### src/rtl/keccak_pkg.sv
`default_nettype none
// +----------------------------------------------------------------------------+
// | keccak_pkg                                                                 |
// | Shared constants, FSM states and bit-index helpers for the chi sequencer.  |
// | Revision: 1.0                                                              |
// +----------------------------------------------------------------------------+
package keccak_pkg;

  localparam int SLICE_W = 25;
  localparam int ROW_W   = 5;

  typedef enum logic [1:0] {
    ST_IDLE  = 2'd0,
    ST_ISSUE = 2'd1,
    ST_DRAIN = 2'd2,
    ST_DONE  = 2'd3
  } seq_state_e;

  // Pairwise DOM cross terms: one fresh bit per share pair.
  function automatic int rand_w(input int shares);
    return (shares * shares - shares) / 2;
  endfunction

  function automatic int slice_idx(input int s, input int y, input int x);
    return s * SLICE_W + y * ROW_W + x;
  endfunction

endpackage
`default_nettype wire

### src/rtl/keccak_row_mux.sv
`default_nettype none
// +----------------------------------------------------------------------------+
// | keccak_row_mux                                                             |
// | Extracts row y of every share from a shared plane; all-zero when disabled. |
// | Revision: 1.0                                                              |
// +----------------------------------------------------------------------------+
module keccak_row_mux
  import keccak_pkg::*;
#(
  parameter int SHARES = 2
) (
  input  logic [SHARES*SLICE_W-1:0] SlicexDI,
  input  logic [2:0]                RowxDI,
  input  logic                      EnxSI,
  output logic [SHARES*ROW_W-1:0]   RowxDO
);

  // Padded to eight entries so a 3-bit row index can never select outside the table.
  logic [7:0][SHARES*ROW_W-1:0] w_rows;

  for (genvar gy = 0; gy < 8; gy++) begin : g_row
    for (genvar gs = 0; gs < SHARES; gs++) begin : g_share
      for (genvar gx = 0; gx < ROW_W; gx++) begin : g_lane
        if (gy < ROW_W) begin : g_used
          assign w_rows[gy][gs*ROW_W+gx] = SlicexDI[slice_idx(gs, gy, gx)];
        end else begin : g_pad
          assign w_rows[gy][gs*ROW_W+gx] = 1'b0;
        end
      end
    end
  end

  assign RowxDO = EnxSI ? w_rows[RowxDI] : '0;

endmodule
`default_nettype wire

### src/rtl/keccak_chi_row_sequencer.sv
`default_nettype none
// +----------------------------------------------------------------------------+
// | keccak_chi_row_sequencer                                                   |
// | Feeds a shared 5x5 plane row by row into a masked chi S-box and collects   |
// | the result plane. KECCAK_ROW_SEQ_IOTA_EN adds the iota round-constant bit. |
// | Revision: 1.0                                                              |
// +----------------------------------------------------------------------------+
module keccak_chi_row_sequencer
  import keccak_pkg::*;
#(
  parameter int SHARES   = 2,
  parameter int SBOX_LAT = 1,
  parameter int RAND_W   = rand_w(SHARES)
) (
  input  logic                      ClkxCI,
  input  logic                      RstxRI,
  input  logic                      SliceValidxSI,
  output logic                      SliceReadyxSO,
  input  logic [SHARES*SLICE_W-1:0] SlicexDI,
`ifdef KECCAK_ROW_SEQ_IOTA_EN
  input  logic                      IotaRCxDI,
`endif
  input  logic                      RandValidxSI,
  output logic                      RandReadyxSO,
  input  logic [RAND_W*ROW_W-1:0]   RandxDI,
  output logic [SHARES*ROW_W-1:0]   SboxInxDO,
  output logic [RAND_W*ROW_W-1:0]   SboxZxDO,
  input  logic [SHARES*ROW_W-1:0]   SboxOutxDI,
  output logic                      OutValidxSO,
  input  logic                      OutReadyxSI,
  output logic [SHARES*SLICE_W-1:0] SlicexDO
);

  seq_state_e r_state, w_state_nxt;

  logic [SHARES*SLICE_W-1:0] r_slice;
  logic [SHARES*SLICE_W-1:0] r_out;
  logic [SHARES*SLICE_W-1:0] w_out_nxt;
  logic [2:0]                r_y;
  logic                      w_issue;
  logic                      w_take;
  logic                      w_rc;

  // Capture tracker: one {issued, row} entry per S-box pipeline stage.
  logic [SBOX_LAT-1:0]       r_pipe_vld;
  logic [SBOX_LAT-1:0][2:0]  r_pipe_y;
  logic                      w_tail_vld;
  logic [2:0]                w_tail_y;
  logic                      w_pipe_rest;
  logic [ROW_W-1:0]          w_cap_row;

  always_comb begin
    w_state_nxt   = r_state;
    w_issue       = 1'b0;
    SliceReadyxSO = 1'b0;
    OutValidxSO   = 1'b0;
    case (r_state)
      ST_IDLE: begin
        SliceReadyxSO = !RstxRI;
        if (SliceValidxSI) w_state_nxt = ST_ISSUE;
      end
      ST_ISSUE: begin
        w_issue = RandValidxSI;
        if (RandValidxSI && r_y == 3'd4) w_state_nxt = ST_DRAIN;
      end
      ST_DRAIN: begin
        // The tail entry is captured this cycle; done once nothing is behind it.
        if (!w_pipe_rest) w_state_nxt = ST_DONE;
      end
      ST_DONE: begin
        OutValidxSO = 1'b1;
        if (OutReadyxSI) w_state_nxt = ST_IDLE;
      end
      default: w_state_nxt = ST_IDLE;
    endcase
  end

  assign w_take       = (r_state == ST_IDLE) && SliceValidxSI;
  assign RandReadyxSO = w_issue;
  assign SboxZxDO     = w_issue ? RandxDI : '0;
  assign SlicexDO     = r_out;

  keccak_row_mux #(
    .SHARES (SHARES)
  ) u_row_mux (
    .SlicexDI (r_slice),
    .RowxDI   (r_y),
    .EnxSI    (w_issue),
    .RowxDO   (SboxInxDO)
  );

  always_ff @(posedge ClkxCI) begin
    if (RstxRI) begin
      r_state <= ST_IDLE;
      r_slice <= '0;
      r_out   <= '0;
      r_y     <= 3'd0;
    end else begin
      r_state <= w_state_nxt;
      r_out   <= w_out_nxt;
      if (w_take) begin
        r_slice <= SlicexDI;
        r_y     <= 3'd0;
      end else if (w_issue) begin
        r_y     <= r_y + 3'd1;
      end
    end
  end

`ifdef KECCAK_ROW_SEQ_IOTA_EN
  logic r_rc;

  always_ff @(posedge ClkxCI) begin
    if (RstxRI) begin
      r_rc <= 1'b0;
    end else if (w_take) begin
      r_rc <= IotaRCxDI;
    end
  end

  assign w_rc = r_rc;
`else
  assign w_rc = 1'b0;
`endif

  if (SBOX_LAT == 1) begin : g_pipe_single
    always_ff @(posedge ClkxCI) begin
      if (RstxRI) begin
        r_pipe_vld <= '0;
        r_pipe_y   <= '0;
      end else begin
        r_pipe_vld[0] <= w_issue;
        r_pipe_y[0]   <= r_y;
      end
    end
    assign w_pipe_rest = 1'b0;
  end else begin : g_pipe_multi
    always_ff @(posedge ClkxCI) begin
      if (RstxRI) begin
        r_pipe_vld <= '0;
        r_pipe_y   <= '0;
      end else begin
        r_pipe_vld <= {r_pipe_vld[SBOX_LAT-2:0], w_issue};
        r_pipe_y   <= {r_pipe_y[SBOX_LAT-2:0], r_y};
      end
    end
    assign w_pipe_rest = |r_pipe_vld[SBOX_LAT-2:0];
  end

  assign w_tail_vld = r_pipe_vld[SBOX_LAT-1];
  assign w_tail_y   = r_pipe_y[SBOX_LAT-1];

  for (genvar gy = 0; gy < ROW_W; gy++) begin : g_cap_sel
    assign w_cap_row[gy] = w_tail_vld && (w_tail_y == 3'(gy));
  end

  // Shares stay separate; only share 0, row 0, lane 0 receives the round constant.
  for (genvar gs = 0; gs < SHARES; gs++) begin : g_cap_share
    for (genvar gy = 0; gy < ROW_W; gy++) begin : g_cap_row
      for (genvar gx = 0; gx < ROW_W; gx++) begin : g_cap_lane
        localparam int c_idx  = slice_idx(gs, gy, gx);
        localparam bit c_iota = (gs == 0) && (gy == 0) && (gx == 0);
        assign w_out_nxt[c_idx] = w_cap_row[gy] ?
                                  (SboxOutxDI[gs*ROW_W+gx] ^ (c_iota & w_rc)) :
                                  r_out[c_idx];
      end
    end
  end

endmodule
`default_nettype wire
### config.mk
export PLATFORM = sky130hd
export DESIGN_NAME = keccak_chi_row_sequencer
export DESIGN_NICKNAME = d
export VERILOG_FILES = /design/src/rtl/keccak_pkg.sv /design/src/rtl/keccak_row_mux.sv /design/src/rtl/keccak_chi_row_sequencer.sv
export SDC_FILE = /design/constraint.sdc
export NUM_CORES = 1
export LEC_CHECK = 0
export ABC_AREA = 1
export CAP_MARGIN = 40
export CORE_ASPECT_RATIO = 1.25
export CORE_UTILIZATION = 47
export DETAILED_ROUTE_END_ITERATION = 12
export GPL_ROUTABILITY_DRIVEN = 0
export PLACE_DENSITY = 0.76
export SETUP_SLACK_MARGIN = 0.2
export SLEW_MARGIN = 20
export SYNTH_ARGS = -nofsm -noshare
export SYNTH_HDL_FRONTEND = slang
export SYNTH_SLANG_ARGS = --single-unit
### constraint.sdc
create_clock -name ClkxCI -period 1.9 [get_ports ClkxCI]
set_input_delay 0.57 -clock ClkxCI [delete_from_list [all_inputs] [get_ports ClkxCI]]
set_output_delay 0.57 -clock ClkxCI [all_outputs]
set_load 0.03 [all_outputs]
==> impl_metrics.py <==
metrics = {
    "yosys": {
        "synth_fa_ha_area_share_pct": 1.91,
        "synth_mux_area_share_pct": 0,
        "synth_area_leaders": "dfxtp_1 (48%), nor2_1 (13%), o21ai_0 (8.3%)",
        "synthSimpleGateAreaFrac_pct": 24.8,
        "yosysWarnings": 0,
        "synthXorXnorAreaFrac_pct": 0,
        "synth_top_cell_area_share_pct": 47.5,
        "syn_inst": 645,
        "synth-compound-area-share_pct": 15.9,
        "syn_nets": 722,
        "ys_seq_area_share_pct": 47.5,
        "syn_avg_cell_area_um2": 7.12,
        "synth_top_family_by_area": "simple AND/OR/NAND/NOR gates",
        "yosysTopAreaCell": "dfxtp_1",
        "ys_types": 22,
        "ys_seq_elements": 109,
        "synth_area_mm2": 0.00459,
    },
    "detailed_routing": {
        "ant_nets": 0,
        "wl_per_cell_um": 14.1,
        "drt-vias-per-instance": 5.05,
        "totalWireLength_um": 12900,
        "remaining_drc_errors": 0,
        "first_pass_iters": 4,
        "dr.first_iter.drc_count": 172,
        "vias": 4623,
    },
    "outcome": {
        "status": "complete, but fails checks",
        "violations": "negative setup slack",
    },
    "finish": {
        "final_area_mm2": 0.00669,
        "fin_cells": 915,
        "antennaDiodeCount": 0,
        "regArea_mm2": 0.00219,
        "fillers": 799,
        "area_growth_pct": 45.5,
        "fin_nets": 861,
        "mostFrequentLayoutCells": "nor2_1 (149), dfxtp_1 (105), nand2_1 (83), o21ai_0 (76), clkdlybuf4s50_1 (62)",
        "drive_gt1_share_pct": 14.6,
        "final_common_cell": "nor2_1",
        "multi_input_area_mm2": 0.00209,
    },
    "critical_path": {
        "crit_buf_inv": 3,
        "reg2reg_depth": 8,
        "crit_path_end_kind": "output pin",
        "cp_common_cell": "nand2_1",
        "crit_family": "flip-flops",
        "cp.required_ns": 1.33,
        "worstPathArrival_ns": 1.51,
        "r2r_slack_ns": 0.30,
        "path_cells": "buf_12 > nor2_4 > nand2_1 > a21oi_2 > nand2_1 > inv_2 > buf_6",
        "r2r_end": "r_y[1]$_SDFFE_PP0P_",
        "worst_path_max_delay_cell": "dfxtp_4",
        "critPathMaxFanout": 12,
        "slowest_delay_ns": 0.37,
        "worst_setup_path_start_kind": "flop",
        "critical_path_class": "flop to output pin",
        "r2r_start": "r_state[1]$_SDFFE_PP0P_",
        "crit_start": "r_y[0]$_SDFFE_PP0P_",
    },
    "power": {
        "p_per_area_mw_per_mm2": 1100,
        "total_power_uw": 7340,
        "ir_drop_mv": 0.683,
        "p_leak_uw": 0.00300,
    },
    "grt": {
        "grt_pass1_vias": 4381,
        "grt_antenna_before_repair": 0,
        "grt_pass1_wl_um": 20500,
        "grt_max_degree": 49,
        "grt_usage_pct": 25.5,
        "overflow": 0,
    },
    "sta": {
        "hold_viol": 0,
        "min_period_ns": 2.08,
        "hold_ws_ns": 0.453,
        "max_freq_ghz": 0.480,
        "worst_slew_pin_slew_ns": 0.387,
        "clock-skew-final_ns": 0.00433,
        "slew_headroom_pct": 74.2,
        "setup_violations": 16,
        "finalSetupTns_ns": -1.73,
        "fin_crit_sh_pct": 110,
        "grt_setup_unrepaired": "yes",
        "setup_ws_ns": -0.182,
        "slew_violations": 0,
    },
    "floorplanning": {
        "core_area_mm2": 0.00956,
        "die_h_um": 113,
        "die_area_mm2": 0.0102,
        "fp.dieW_um": 90.4,
        "start_util_pct": 48.0,
        "rows": 40,
        "ios": 138,
    },
    "hold_path": {
        "hp-start": "r_slice[6]$_SDFFE_PP0P_",
        "holdPathStages": 2,
        "min_to": "r_slice[6]$_SDFFE_PP0P_",
        "hold_path_class": "flop to flop",
    },
    "clocking": {
        "cts_tree": "built",
        "cts_buffers": 9,
        "clk_latency_ns": 0.34,
        "clk_pin_slew_ns": 0.07,
        "root_buffer": "clkbuf_16",
        "clk_path_buf_depth": 2,
        "hold_buffers": 0,
        "cts_sinks": 109,
        "htree_levels": 3,
    },
    "placement": {
        "portBuffers": 137,
        "hpwl_um": 9150,
        "placed_cell_area_mm2": 0.00611,
        "dp.cells": 893,
    },
    "job": {
        "drv_cap": 0,
    },
}
## what timing repair did
item / in CTS / in global routing
pin swaps: 9 / 10
buffers inserted: 3 / 2
cloned: 1 / 0
gates resized for setup: 119 / 23
endpoints found under the setup margin: 68 / 21
## cell usage after synthesis
| cell | count |
|---|---|
| clkbuf_2 | 4 |
| inv_2 | 5 |
| nand3_1 | 25 |
| buf_2 | 14 |
| ha_1 | 7 |
| nand4_1 | 10 |
| nand3_2 | 2 |
| a21oi_1 | 54 |
| o21ai_1 | 14 |
| buf_6 | 3 |
| dfxtp_1 | 109 |
| clkinv_1 | 3 |
| inv_1 | 56 |
| nand2_1 | 84 |
| clkbuf_1 | 11 |
| nor2_4 | 2 |
| buf_4 | 6 |
| buf_1 | 2 |
| o21ai_0 | 76 |
| nor2_1 | 156 |
| a211oi_1 | 1 |
| nand2_2 | 1 |
## through the flow
step | util [%] | worst slack, ns
after floorplan | - | 0.137
after CTS | 69.2 | -0.163
after detailed placement | 64.0 | -0.383
after global routing | 69.9 | -0.248
after global placement | 64.0 | -0.362
final | 69.9 | -0.182
## power breakdown
part | total, uW | leakage [uW] | internal (uW) | switching [uW]
clock | 2030 | 0.000156 | 1230 | 800
sequential | 2800 | 0.000892 | 2640 | 167
combinational | 2510 | 0.00195 | 1040 | 1470
total | 7340 | 0.00300 | 4900 | 2430
## worst reg2reg max path: cells and delay by family (launching register included)
family | cells | cell delay, ns
buf+inv | 4 | 0.51
flops | 1 | 0.35
simple gates | 2 | 0.25
compound gates | 1 | 0.23
fa+ha+maj | 1 | 0.16
## state kept, by name, indices dropped and copies added, names as in the netlist
register    count
SlicexDO       50
r_slice        50
r_pipe_y        3
r_y             3
r_state         2
r_pipe_vld      1
## worst max-delay path by stage
stage               cells past startpoint            to  slack [ns]
global placement                        7  SboxInxDO[0]       -0.36
floorplan                               3   SboxZxDO[0]        0.14
detailed placement                      7  SboxInxDO[0]       -0.38
finish                                  7  SboxInxDO[6]       -0.18
global route                            7  SboxInxDO[0]       -0.25
CTS                                     7  SboxInxDO[6]       -0.16
## metal layers
layer	vias up	share of wire, %	GRT usage, %
li1	2325	-	-
met1	2099	38	27.1
met2	161	52	46.9
met3	38	4.5	3.86
met4	0	5.1	15.7
met5	-	0	0
## logic make-up after synthesis
group	count (synthesis)
flip-flops	109
AND/OR/NAND/NOR	280
AO/OA/AOI/OAI	145
buffers and inverters	104
adder cells (fa/ha/maj)	7
## layout make-up
cell class	count	area share, %
flip-flops and latches	109	32.8
multi-input cells	433	31.2
repair buffers	167	24.9
clock buffers	13	3.89
inverters	64	3.80
well taps	126	2.36
clock inverters	3	1.01
Power figures use the tool's default switching activity.
